**config.mk**
```make
export PLATFORM = sky130hd
export DESIGN_NAME = l2_noc_iso_ctrl
export DESIGN_NICKNAME = d
export VERILOG_FILES = /design/src/rtl/l2_noc_iso_ctrl.sv
export SDC_FILE = /design/constraint.sdc
export NUM_CORES = 1
export LEC_CHECK = 0
export CORE_UTILIZATION = 45
export DETAILED_ROUTE_END_ITERATION = 16
export GPL_TIMING_DRIVEN = 0
export HOLD_SLACK_MARGIN = 0.06
export PLACE_DENSITY = 0.73
export SYNTH_ARGS = -nofsm -noshare
export SYNTH_HDL_FRONTEND = slang
export SYNTH_SLANG_ARGS = --single-unit
```
**constraint.sdc**
```tcl
create_clock -name i_clk -period 5.2 [get_ports i_clk]
set_input_delay 0.52 -clock i_clk [delete_from_list [all_inputs] [get_ports i_clk]]
set_output_delay 0.52 -clock i_clk [all_outputs]
set_load 0.02 [all_outputs]
```
**src/rtl/l2_noc_iso_ctrl.sv**
```systemverilog
// l2_noc_iso_ctrl: NoC isolation controller for the L2 partition.
// Drives the asynchronous NoC idle-request handshake and the NoC clock enable
// in response to a level isolation request. It synchronises the NoC-side
// ack/val, and gates the clock only after idle is confirmed. It also reports
// a refusal or a REQ timeout as one-cycle pulses.
//
// Ports:
//   i_clk, i_rst              clock (rising edge), asynchronous active-high reset
//   i_isolate_req             level request: 1 = isolate, 0 = run
//   i_timeout_cycles          REQ timeout in cycles (0 = disabled)
//   o_isolate_ack             high while ISOLATED
//   o_refused, o_timeout      one-cycle status pulses
//   o_state                   current FSM state (debug)
//   o_noc_async_idle_req      idle request to the NoC
//   i_noc_async_idle_ack/val  asynchronous NoC acknowledge / idle-granted qualifier
//   o_noc_clken               NoC clock enable
//
// Parameters: SYNC_STAGES >= 2, CLKEN_DLY >= 1, TIMEOUT_W = timer width.
module l2_noc_iso_ctrl #(
    parameter int unsigned SYNC_STAGES = 2,
    parameter int unsigned CLKEN_DLY   = 4,
    parameter int unsigned TIMEOUT_W   = 16
) (
    input  logic                 i_clk,
    input  logic                 i_rst,
    input  logic                 i_isolate_req,
    input  logic [TIMEOUT_W-1:0] i_timeout_cycles,
    output logic                 o_isolate_ack,
    output logic                 o_refused,
    output logic                 o_timeout,
    output logic [2:0]           o_state,
    output logic                 o_noc_async_idle_req,
    input  logic                 i_noc_async_idle_ack,
    input  logic                 i_noc_async_idle_val,
    output logic                 o_noc_clken
);

    localparam int unsigned DLY_W = (CLKEN_DLY > 1) ? $clog2(CLKEN_DLY) : 1;
    localparam logic [DLY_W-1:0] DLY_LAST = DLY_W'(CLKEN_DLY - 1);

    typedef enum logic [2:0] {
        ST_RUN      = 3'd0,
        ST_REQ      = 3'd1,
        ST_CLKOFF   = 3'd2,
        ST_ISOLATED = 3'd3,
        ST_WAKE     = 3'd4,
        ST_REL      = 3'd5
    } state_t;

    state_t               state, state_n;
    logic [TIMEOUT_W-1:0] timer, timer_n, timer_inc;
    logic [DLY_W-1:0]     dly, dly_n, dly_inc;
    logic                 refused_n, timeout_n;
    logic                 idle_req_n, clken_n, iso_ack_n;

    logic [SYNC_STAGES-1:0] ack_sync, val_sync;
    logic                   ack_s, val_s;

    // NoC handshake synchronisers
    always_ff @(posedge i_clk or posedge i_rst) begin
        if (i_rst) begin
            ack_sync <= '0;
            val_sync <= '0;
        end else begin
            ack_sync <= {ack_sync[SYNC_STAGES-2:0], i_noc_async_idle_ack};
            val_sync <= {val_sync[SYNC_STAGES-2:0], i_noc_async_idle_val};
        end
    end

    assign ack_s = ack_sync[SYNC_STAGES-1];
    assign val_s = val_sync[SYNC_STAGES-1];

    // Saturating REQ timer and the shared CLKOFF/WAKE delay counter increments
    assign timer_inc = (timer == '1) ? timer : TIMEOUT_W'(timer + TIMEOUT_W'(1));
    assign dly_inc   = DLY_W'(dly + DLY_W'(1));

    // Next-state, counter and output decode
    always_comb begin
        state_n   = state;
        timer_n   = timer;
        dly_n     = dly;
        refused_n = 1'b0;
        timeout_n = 1'b0;

        case (state)
            ST_RUN: begin
                timer_n = '0;
                if (i_isolate_req && !ack_s) begin
                    state_n = ST_REQ;
                end
            end
            ST_REQ: begin
                timer_n = timer_inc;
                dly_n   = '0;
                if (ack_s && val_s) begin
                    state_n = ST_CLKOFF;
                end else if (ack_s) begin
                    refused_n = 1'b1;
                    state_n   = ST_REL;
                end else if (!i_isolate_req) begin
                    state_n = ST_REL;
                // timer_inc counts REQ cycles including this one, so the
                // pulse lands i_timeout_cycles cycles after REQ entry
                end else if ((i_timeout_cycles != '0) && (timer_inc == i_timeout_cycles)) begin
                    timeout_n = 1'b1;
                    state_n   = ST_REL;
                end
            end
            ST_CLKOFF: begin
                dly_n = dly_inc;
                if (dly == DLY_LAST) begin
                    dly_n   = '0;
                    state_n = ST_ISOLATED;
                end
            end
            ST_ISOLATED: begin
                dly_n = '0;
                if (!i_isolate_req) begin
                    state_n = ST_WAKE;
                end
            end
            ST_WAKE: begin
                dly_n = dly_inc;
                if (dly == DLY_LAST) begin
                    dly_n   = '0;
                    state_n = ST_REL;
                end
            end
            ST_REL: begin
                if (!ack_s) begin
                    state_n = ST_RUN;
                end
            end
            default: begin
                state_n = ST_RUN;
            end
        endcase

        // Outputs are decoded from the next state so they register alongside it
        idle_req_n = (state_n == ST_REQ) || (state_n == ST_CLKOFF) ||
                     (state_n == ST_ISOLATED) || (state_n == ST_WAKE);
        clken_n    = (state_n != ST_ISOLATED);
        iso_ack_n  = (state_n == ST_ISOLATED);
    end

    // State, counters and registered outputs
    always_ff @(posedge i_clk or posedge i_rst) begin
        if (i_rst) begin
            state                <= ST_RUN;
            timer                <= '0;
            dly                  <= '0;
            o_refused            <= 1'b0;
            o_timeout            <= 1'b0;
            o_noc_async_idle_req <= 1'b0;
            o_noc_clken          <= 1'b1;
            o_isolate_ack        <= 1'b0;
        end else begin
            state                <= state_n;
            timer                <= timer_n;
            dly                  <= dly_n;
            o_refused            <= refused_n;
            o_timeout            <= timeout_n;
            o_noc_async_idle_req <= idle_req_n;
            o_noc_clken          <= clken_n;
            o_isolate_ack        <= iso_ack_n;
        end
    end

    assign o_state = state;

endmodule

```
Word level (Yosys, flattened, before mapping)
Index checks and enable logic that the tools add are counted.
W data, S select, Z words.
{ "totals": {"regBits": 30, "latchBits": 0, "mem_bits_rw": 0, "rom_bits": 0, "input_bits": 21, "wordCells": 60, "mem_count": 0} }
{ "classes": {"n_addsub": 2, "mul": 0, "div": 0, "magnitude_cmp": 0, "n_eq_ne": 13, "n_shift": 0, "n_mux": 22, "bitwise": 0, "reduce_logical": 13} }
{ "ops": {"columns": ["op", "count"], "rows": [
  ["$pmux W16 S2", 1],
  ["$mux W3", 9],
  ["$pmux W3 S6", 1],
  ["$add A16 B1 Y16 const B", 1],
  ["$eq A16 B16 Y1", 1],
  ["$eq A16 B16 Y1 const B", 1],
  ["$mux W16", 1],
  ["$reduce_bool A16 Y1", 1],
  ["$eq A3 B2 Y1 const B", 4],
  ["$eq A3 B3 Y1 const B", 3],
  ["$mux W1", 8],
  ["$eq A3 B1 Y1 const B", 2],
  ["$pmux W2 S2", 1],
  ["$reduce_bool A2 Y1", 2],
  ["$reduce_or A2 Y1", 2],
  ["$logic_and A1 B1 Y1", 3],
  ["$logic_not A3 Y1", 1],
  ["$logic_or A1 B1 Y1", 3],
  ["$ne A3 B2 Y1 const B", 1],
  ["$add A2 B1 Y2 const B", 1],
  ["$eq A2 B2 Y1 const B", 1],
  ["$mux W2", 1],
  ["$logic_not A1 Y1", 1]
]} }

Logic depth before layout (Yosys ltp)
Gate-level depths: netlist (run 1).
{ "depth": {"word_depth": 13, "ltp_mapped": 9, "depth_no_buf": 8} }

Worst setup path after synthesis (run 1)
Ideal clock, no wire load.
{ "synth_timing": {"kind": "register to register", "start": "register timer[0]", "end": "register o_noc_async_idle_req", "setup_ns": 0.143, "arrival_ns": 2.584, "required_time_ns": 5.057, "path_slack_ns": 2.473, "path_stages_with_launch": 9, "path_buffers": 0, "period_less_slack_ns": 2.727, "cell_sequence": "dfrtp_1 -> ha_1 -> nand4_4 -> nor4_1 -> mux2i_1 -> nand4_1 -> or4_1 -> o41ai_2 -> o311ai_1"} }
{ "synth_via": {"elab_chain_len": 13} }
{ "synth_lines": {"columns": ["element", "line", "rtl"], "rows": [
  ["start: declaration", "51", "logic [TIMEOUT_W-1:0] timer, timer_n, timer_inc;"],
  ["start signal: assignment", "159", "timer <= timer_n;"],
  ["$add A16 B1 Y16 / $eq A16 B16 Y1 (equally long branches)", "74", "assign timer_inc = (timer == '1) ? timer : TIMEOUT_W'(timer + TIMEOUT_W'(1));"],
  ["$mux W16 (*)", "74", null],
  ["$eq A16 B16 Y1 (*)", "104", "end else if ((i_timeout_cycles != '0) && (timer_inc == i_timeout_cycles)) begin"],
  ["$logic_and A1 B1 Y1 (*)", "104", null],
  ["$mux W3 (*)", "104", null],
  ["$mux W3 (*)", "100", "end else if (!i_isolate_req) begin"],
  ["$mux W3 (*)", "97", "end else if (ack_s) begin"],
  ["$mux W3 (*)", "95", "if (ack_s && val_s) begin"],
  ["$pmux W3 S6 (*)", "85", "case (state)"],
  ["$eq A3 B1 Y1 / $eq A3 B2 Y1 (equally long branches)", "140", "idle_req_n = (state_n == ST_REQ) || (state_n == ST_CLKOFF) ||"],
  ["$logic_or A1 B1 Y1 (2 in a row)", "140", null],
  ["$logic_or A1 B1 Y1 (*)", "141", "(state_n == ST_ISOLATED) || (state_n == ST_WAKE);"],
  ["named net idle_req_n", "54", "logic idle_req_n, clken_n, iso_ack_n;"],
  ["end signal: assignment", "163", "o_noc_async_idle_req <= idle_req_n;"],
  ["end: declaration", "32", "output logic o_noc_async_idle_req,"]
]} }
Mark *: on every way through the listed nets, which the timed path passes. The rest lies on a longest branch.
A chain may end at the register's enable or synchronous reset.

Final worst setup path (run 1)
{ "layout_timing": {"start": "register timer[1]", "end": "register o_noc_async_idle_req"} }
The elaborated chain is that of the path after synthesis.

==> results of run 1 <==
==> registers in the layout, summed over array words and instances (netlist names) <==
signal	cells
timer	16
o_state	3
ack_sync	2
dly	2
val_sync	2
o_isolate_ack	1
o_noc_async_idle_req	1
o_noc_clken	1
o_refused	1
o_timeout	1
==> cell usage after synthesis (3+ instances only) <==
cell	count	share of area [%]
a21oi_1	19	3.9
o22ai_1	3	0.77
clkbuf_1	6	0.93
dfrtp_1	29	30
nand2_1	22	3.4
nand2b_1	10	2.6
mux2i_1	7	2.9
and4_1	8	2.9
o21ai_0	19	3.9
nor2_1	16	2.5
xnor2_1	9	3.3
and2_1	3	0.77
nand3_1	12	2.5
buf_2	8	1.7
or2_2	3	0.77
xor2_1	5	1.8
nor2b_1	3	0.77
inv_1	11	1.7
mux2_2	3	1.4
o2111ai_1	4	1.4
a31oi_1	6	1.5
buf_4	4	1.2
o31ai_1	3	0.93
nor4_1	6	1.5
nand4_1	8	2.1
o211ai_1	3	0.93
nor3_1	5	1.0
==> per-layer routing <==
layer	share of wire, %	track usage (%)	up-vias
li1	-	-	1146
met1	46	33.8	1176
met2	45	39.3	97
met3	6.4	4.10	17
met4	2.2	10.3	0
met5	0	0	-
==> how the worst max path moves through the flow <==
stage	startpoint	to	depth (start not counted)
CTS	timer[0]	o_noc_async_idle_req	8
floorplan	timer[0]	o_noc_async_idle_req	8
global route	timer[0]	o_noc_async_idle_req	8
detailed placement	timer[0]	o_noc_async_idle_req	8
global placement	timer[0]	o_noc_async_idle_req	8
finish	timer[1]	o_noc_async_idle_req	8
==> critical path: cells and delay by family (launching register included) <==
| kind | cells | cell delay [ns] |
|---|---|---|
| mux | 1 | 0.30 |
| simple gates | 4 | 1.50 |
| compound gates | 2 | 0.53 |
| fa+ha+maj | 1 | 0.36 |
| flops | 1 | 0.44 |
==> power breakdown <==
part	leakage (nW)	internal, mW	switching [mW]
Combinational	0.718	0.179	0.271
Sequential	0.395	0.270	0.0366
Clock	0.0585	0.156	0.0968
==> stage by stage <==
stage	setup slack, ns	utilization, %	hold slack (ns)	power [mW]	cell area, sq um
final	1.92	56.6	0.349	1.01	2910
after global routing	1.75	56.6	0.361	1.07	2910
after CTS	1.92	56.6	0.352	1.01	2910
after detailed placement	1.98	54.3	0.336	0.752	2790
after global placement	2.01	54.3	0.332	0.749	2790
after floorplan	2.47	-	0.331	0.605	2420
==> kinds of logic after synthesis <==
kind of cell / Yosys count / share of synthesized area (%)
AO/OA/AOI/OAI: 80 / 22.0
XOR/XNOR: 15 / 6.04
adder cells (fa/ha/maj): 2 / 1.03
buffers and inverters: 30 / 5.73
flip-flops: 30 / 31.0
multiplexers: 10 / 4.28
AND/OR/NAND/NOR: 117 / 29.9
==> cell usage in the layout (no fill, tap or decap), types with 3 or more instances in the layout <==
master | Yosys | final
clkbuf_8 | 0 | 6
clkbuf_1 | 6 | 7
dfrtp_1 | 29 | 29
buf_4 | 4 | 4
nand3_1 | 12 | 12
mux2i_1 | 7 | 7
nor2b_1 | 3 | 3
inv_1 | 11 | 11
buf_2 | 8 | 8
nand2b_1 | 10 | 10
xnor2_1 | 9 | 9
nand2_1 | 22 | 22
o31ai_1 | 3 | 3
o22ai_1 | 3 | 3
o2111ai_1 | 4 | 4
a21oi_1 | 19 | 19
a31oi_1 | 6 | 6
o21ai_0 | 19 | 19
xor2_1 | 5 | 5
o211ai_1 | 3 | 3
nor3_1 | 5 | 5
clkdlybuf4s50_1 | 0 | 28
mux2_2 | 3 | 3
nand4_1 | 8 | 8
nor2_1 | 16 | 16
or2_2 | 3 | 3
nor4_1 | 6 | 6
and4_1 | 8 | 8
and2_1 | 3 | 3
==> layout make-up <==
cell class	count	area (sq um)
Fill cell	494	2230
Multi-Input combinational cell	224	1530
Sequential cell	30	752
Timing Repair Buffer	28	280
Buffer	19	97.6
Tap cell	70	87.6
Clock buffer	7	86.3
Inverter	11	41.3
Clock inverter	1	30.0
==> metrics.txt, run 1 <==
final non-filler cell total=just under 400; max-cap violation count=0; Final Hold Violating Endpoints=0; Min Clock Period, post-route=3.28 ns; CTS buffer count=5; fmax=305 MHz; required time worst endpoint=5.33 ns; Pre-antenna DRT Iters=5; Hold Crit Endpoint=ack_sync[1]; Cells after DPL=382; IO buf count=28; root buf cell=clkbuf_8; CTS Sinks=30; R2R Setup Slk=1.92 ns; Crit-path slowest cell=nor4_1; net count after synthesis=between 300 and 400; gpl congestion=1.02; first-pass GRT wire length=roughly 10000 microns; result of the run=completed; yosys warns=0; CP Data Arrival Time=3.41 ns; Overall Global Routing Usage=24.8%; chip height=~75 microns; Mapped Cells=284; Fin Setup TNS=0 ns; Worst Path Max Fanout=7; Syn-to-layout area delta=20.0%; largest net degree at the start of global routing=31; worst skew pair latency=0.29 ns; cells along the critical path=ha_1, nand4_4, nor4_1, mux2i_1, nand4_1, or4_1, o41ai_2, o311ai_1; Worst Setup End Kind=flop; post-synth cell types=64; Crit Path Class=reg2reg; Antenna diodes=0; Post-DP HPWL=slightly below 5000 microns; reg2reg start=timer[1]; Routed WL per cell=17.3 microns; Max Buffers Root-to-Sink=2; H-tree depth=2; Slew Limit Fails=0; routed vias/inst=roughly 6.2; Routed WL=6760 microns; initial DRC count=238; antenna violations before repair=0; worst r2r dst=o_noc_async_idle_req; Hold Path Depth=0; PwrDens=347 nW/um^2; Max VDD drop=0.298 mV; Rows=26; Post-synth EDFFs=0; Hold Crit Class=reg2reg; grt total ovfl=0; Initial Utilization=about 47%; post-route ant nets=0; hold buffer count at CTS=0; Post-CTS Setup Bufs=0; mean post-synth cell area=8.54 sq um; CP startpoint kind=flop; HP Start=ack_sync[0]; routed vias=2436; DIE AREA=approximately 5700 sq um; RSZ-0062 raised after global routing=no; Worst-Margin Slew=around 1.2 ns; ys async rst share=100%; sequential fraction of the synthesis area=31.0%; CP max stage delay=0.60 ns; post-synthesis register bit count=30; Post-Route Skew=0.00929 ns; Max-slew headroom=between 20% and 30%; I/O Pins=29; Final #Nets=342; CTS tree=yes; clock slew at reported path FFs=~0.080 ns; layout cell share with drive strength beyond 1=11.9%; top_reg_cell synth=dfrtp_1; LEAKAGE=1.17 nW; Die Wd=75.4 microns; CORE AREA=5140 sq um; vias in the first global route=about 2200; # setup viols final=0; fin crit share=63.1%; Cell Area, Synth=2420 sq um; post-CTS resize count=0; FF-to-FF path depth=8; remaining routing DRC violations=0
(Power assumes the default switching activity.)
==> inputs of run 2 (changes only) <==
==> constraint.sdc (replaced) <==
create_clock -name i_clk -period 3.4 [get_ports i_clk]
set_input_delay 0.34 -clock i_clk [delete_from_list [all_inputs] [get_ports i_clk]]
set_output_delay 0.34 -clock i_clk [all_outputs]
set_load 0.02 [all_outputs]
==> run 2 against run 1 <==
Net effect: clock skew up 0.0022 ns; via count is 0.12% higher; core utilization increased by 0.12 points; largest power group unchanged; highest routed layer unchanged.
==> metrics.txt, run 2 (synthesis gave the netlist of run 1 again) <==
CP Data Arrival Time=between 3 and 4 ns; Initial Utilization=between 40% and 50%; Routed WL per cell=17.2 microns; Slew Limit Fails=0; met1 Use GR=33.8%; initial DRC count=211; Syn-to-layout area delta=20.2%; max FFs per register=16; fmax=318 MHz; Antenna diodes=0; post-route ant nets=0; Pwr Total=about 1.5 mW; DIE AREA=5690 sq um; CORE AREA=around 5000 sq um; most common cell after layout, fill and taps aside=dfrtp_1; Max VDD drop=~0.45 mV; layout cell share with drive strength beyond 1=12.2%; largest net degree at the start of global routing=31; Die Wd=75.4 microns; Overall Global Routing Usage=24.8%; H-tree depth=2; # setup viols final=0; result of the run=completed; Max-slew headroom=22.7%; post-place setup slack=0.181 ns; Post-DP HPWL=4820 microns; gpl congestion=1.02; GR Util met3=4.10%; PwrDens=529 nW/um^2; Worst-Margin Slew=1.16 ns; routed vias=around 2400; chip height=roughly 75 microns; Crit Path Class=reg2reg; # fillers=492; Fin Hold WS=0.349 ns; I/O Pins=29; Rows=26; max-cap violation count=0; Pre-antenna DRT Iters=6; CP startpoint kind=flop; Top Usage Layer GRT=met2; Hold Crit Class=reg2reg; vias in the first global route=2185; root buf cell=clkbuf_8; clock slew at reported path FFs=0.08 ns; Min Clock Period, post-route=3.14 ns; CTS Sinks=30; first-pass GRT wire length=10400 microns; Worst Setup End Kind=flop; Worst Path Max Fanout=6; routed vias/inst=6.25; slack of the critical path=roughly 0.26 ns; Fin Setup TNS=0 ns; Finished Cell Area=2920 sq um; Routed WL=6710 microns; grt total ovfl=0; Final Hold Violating Endpoints=0; CTS tree=yes; required time worst endpoint=3.53 ns; Final #Nets=342; most frequent cells in the layout=29 x dfrtp_1, 28 x clkdlybuf4s50_1, 22 x nand2_1; fin crit share=92.4%; Placed Area=2790 sq um; IO buf count=28; CTS buffer count=5; RSZ-0062 raised after global routing=no; LEAKAGE=about 1.2 nW; Biggest register=timer; Max Buffers Root-to-Sink=2; Post-Route Skew=between 0.01 and 0.015 ns; remaining routing DRC violations=0; GR Util met2=39.3%; antenna violations before repair=0; Post-CTS Setup Bufs=0; worst skew pair latency=between 0.2 and 0.3 ns
[run 2: cell counts in the layout (fill, tap and decap cells not counted)]
No cell type changed its count.
[run 2: worst paths after layout]
check	from	to	slack (ns)	cells after the start
min in group asynchronous	i_rst	timer[1]	0.65	2
hold / removal	ack_sync[0]	ack_sync[1]	0.35	0
setup / recovery	timer[0]	o_noc_async_idle_req	0.26	8
max in group asynchronous	i_rst	timer[11]	2.05	2
setup reg to reg	timer[0]	o_noc_async_idle_req	0.26	8
hold reg to reg	ack_sync[0]	ack_sync[1]	0.35	0
[run 2: timing repair]
| item | CTS | global route |
|---|---|---|
| hold buffers | 0 | 0 |
| gates resized for setup | 0 | 1 |
| setup endpoints to repair | 0 | 2 |
[run 2: where the power goes]
part / internal, mW / total [mW] / switching [mW]
registers: 0.413 / 0.469 / 0.0561
logic: 0.274 / 0.687 / 0.414
clock network: 0.239 / 0.385 / 0.146
[run 2: cell type report]
class | instances | area (sq um) | area share [%]
inverter | 11 | 41.3 | 1.42
multi-input combinational | 224 | 1540 | 52.8
sequential | 30 | 752 | 25.8
tap | 70 | 87.6 | 3.00
timing repair buffer | 28 | 280 | 9.61
buffer | 19 | 97.6 | 3.35
clock inverter | 1 | 30.0 | 1.03
clock buffer | 7 | 86.3 | 2.96
[run 2: metal layers]
metal | vias up | wire length, microns | part of all wire [%]
li1 | 1148 | - | -
met1 | 1175 | 3110 | 46
met2 | 101 | 3030 | 45
met3 | 15 | 414 | 6.2
met4 | 0 | 148 | 2.2
met5 | - | 0 | 0
[run 2: per-stage QoR]
stage,util (%),std cells
final,56.7,390
after global routing,56.7,390
after global placement,54.3,382
after CTS,56.6,390
after floorplan,-,284
after detailed placement,54.3,382
[run 2: critical path, stage by stage (launching register included)]
cell      delay, ns
dfrtp_1        0.45
ha_1           0.36
nand4_4        0.21
nor4_2         0.44
mux2i_1        0.29
nand4_1        0.11
or4_1          0.58
o41ai_2        0.35
o311ai_1       0.18
==> inputs of run 3 (changes only) <==
--- a/config.mk
+++ b/config.mk
@@ -9,7 +9,8 @@
 export DETAILED_ROUTE_END_ITERATION = 16
 export GPL_TIMING_DRIVEN = 0
 export HOLD_SLACK_MARGIN = 0.06
-export PLACE_DENSITY = 0.73
+export PLACE_DENSITY = 0.75
+export SLEW_MARGIN = 20
 export SYNTH_ARGS = -nofsm -noshare
 export SYNTH_HDL_FRONTEND = slang
 export SYNTH_SLANG_ARGS = --single-unit
==> constraint.sdc (replaced) <==
create_clock -name i_clk -period 2.82 [get_ports i_clk]
set_input_delay 0.282 -clock i_clk [delete_from_list [all_inputs] [get_ports i_clk]]
set_output_delay 0.282 -clock i_clk [all_outputs]
set_load 0.02 [all_outputs]
==> run 3 against run 2 <==
Net effect: global-route usage increased by 1.6 points; die area unchanged; critical path type unchanged; clock skew decreased by 0.0030 ns; design area increased by 2.7%; fmax increased by 15%; count of clock-buffer cells in the layout decreased by 1; via count decreased by 1.1%; total power increased by 29%; core utilization increased by 1.5 points; first-iteration DRC count increased by 41%; cell count increased by 0.77%; register-to-register slack got worse by 0.17 ns.
==> metrics.txt, run 3 (synthesis gave the netlist of run 1 again) <==
antenna violations before repair=0; CP top delay family=simple AND/OR/NAND/NOR gates; Worst Setup End Kind=flop; Placed Area=2790 sq um; worst skew pair latency=a little under 0.3 ns; Worst Path Max Fanout=6; required time worst endpoint=2.95 ns; cells along the critical path=ha_4, nand4_4, nor4_4, mux2i_1, nand4_1, or4_1, o41ai_2, o311ai_1; Max VDD drop=0.527 mV; vias in the first global route=2225; post-route ant nets=0; Syn-to-layout area delta=23.5%; PwrDens=666 nW/um^2; first-pass GRT wire length=roughly 11000 microns; Initial Utilization=a little under half; max-cap violation count=0; CORE AREA=5140 sq um; root buf cell=clkbuf_8; chip height=75.4 microns; Worst-Margin Slew=0.690 ns; IO buf count=28; Crit Path Class=reg2reg; DIE AREA=5690 sq um; Die Wd=75.4 microns; WP buf/inv=0; Hold Crit Class=reg2reg; fmax=~370 MHz; Post-Route Skew=0.00846 ns; post-place setup slack=-0.434 ns; H-tree depth=2; initial DRC count=between 200 and 300; result of the run=completed; Finished Core Util=58.3%; most common cell after layout, fill and taps aside=clkdlybuf4s50_1; Antenna diodes=0; RSZ-0062 raised after global routing=no; Rows=26; Overall Global Routing Usage=26.5%; Biggest register=timer; most frequent cells in the layout=28 x clkdlybuf4s50_1, 26 x dfrtp_1, 22 x nand2_1; fin crit share=96.9%; FF-to-FF path depth=8; Max Buffers Root-to-Sink=2; Pwr Total=1.99 mW; # fillers=492; Slew Limit Fails=0; Fin Hold WS=0.351 ns; CTS buffer count=5; largest net degree at the start of global routing=31; CP max stage delay=0.60 ns; Levels on crit path=8; grt total ovfl=0; gpl congestion=1.01; routed vias/inst=6.14; Post-DP HPWL=4960 microns; Hold Path Depth=0; Crit-path slowest cell=or4_1; Final #Nets=345; Max-slew headroom=between 50 and 60%; LEAKAGE=1.21 nW; layout cell share with drive strength beyond 1=15.2%; CTS Sinks=30; slack of the critical path=0.0871 ns; # setup viols final=0; clock slew at reported path FFs=0.07 ns; Routed WL=7120 microns; Pre-antenna DRT Iters=5; remaining routing DRC violations=0; I/O Pins=29; Final Hold Violating Endpoints=0; CP Data Arrival Time=2.86 ns; Finished Cell Area=roughly 3000 sq um; CTS tree=yes; max FFs per register=16; Routed WL per cell=~18 microns; Min Clock Period, post-route=between 2 and 3 ns; routed vias=2412; CP startpoint kind=flop
-- run 3: cell types whose count changed in the layout (fill, tap and decap cells not counted) --
cell | previous run | this run
buf_4 | 4 | 7
dfrtp_1 | 29 | 26
dfrtp_2 | 0 | 3
bufinv_16 | 1 | 2
clkbuf_1 | 7 | 6
ha_1 | 2 | 1
ha_4 | 0 | 1
inv_1 | 11 | 10
inv_2 | 0 | 1
nand3_1 | 12 | 11
nand3_2 | 2 | 3
nor4_2 | 1 | 0
nor4_4 | 1 | 2
-- run 3: through the flow --
step	TNS, ns	cells
6_report	0	393
3_3_place_gp	-0.694	382
4_1_cts	0	391
5_1_grt	0	393
2_1_floorplan	0	284
3_5_place_dp	-0.793	382
-- run 3: final cells by class --
| type | count | area, sq um | area share (%) |
|---|---|---|---|
| clock inverter | 2 | 60.1 | 2.01 |
| sequential | 30 | 756 | 25.2 |
| buffer | 19 | 97.6 | 3.26 |
| multi-input combinational | 224 | 1570 | 52.3 |
| tap | 70 | 87.6 | 2.93 |
| inverter | 11 | 41.3 | 1.38 |
| clock buffer | 6 | 82.6 | 2.76 |
| timing repair buffer | 31 | 303 | 10.1 |
-- run 3: final timing paths --
kind,startpoint,to,slack [ns]
setup / recovery,timer[1],o_noc_async_idle_req,0.09
hold / removal,val_sync[0],val_sync[1],0.35
setup reg to reg,timer[1],o_noc_async_idle_req,0.09
hold reg to reg,val_sync[0],val_sync[1],0.35
max in group asynchronous,i_rst,timer[6],1.96
min in group asynchronous,i_rst,o_timeout,0.40
-- run 3: per-layer routing --
layer | global-route usage, % | vias to the layer above | wire [microns]
met5 | 0 | - | 0
met4 | 11.7 | 0 | 167
met3 | 4.37 | 15 | 568
met2 | 41.7 | 102 | 3250
met1 | 36.0 | 1142 | 3130
li1 | - | 1153 | -
-- run 3: worst register-to-register path, cell delays in order (launching register included) --
cell,delay [ns]
dfrtp_2,0.41
ha_4,0.19
nand4_4,0.20
nor4_4,0.35
mux2i_1,0.26
nand4_1,0.11
or4_1,0.60
o41ai_2,0.27
o311ai_1,0.18
-- run 3: repair_timing --
action                                  in CTS  in global routing
buffers inserted                             1                  2
gates cloned                                 0                  0
pin swaps                                    2                  3
endpoints found under the setup margin       2                  2
gates resized for setup                      6                  2
hold buffers                                 0                  0
-- run 3: where the power goes --
group	switching (mW)	total (mW)	internal (mW)
registers	0.0650	0.565	0.500
logic	0.519	0.873	0.354
clock network	0.178	0.555	0.377
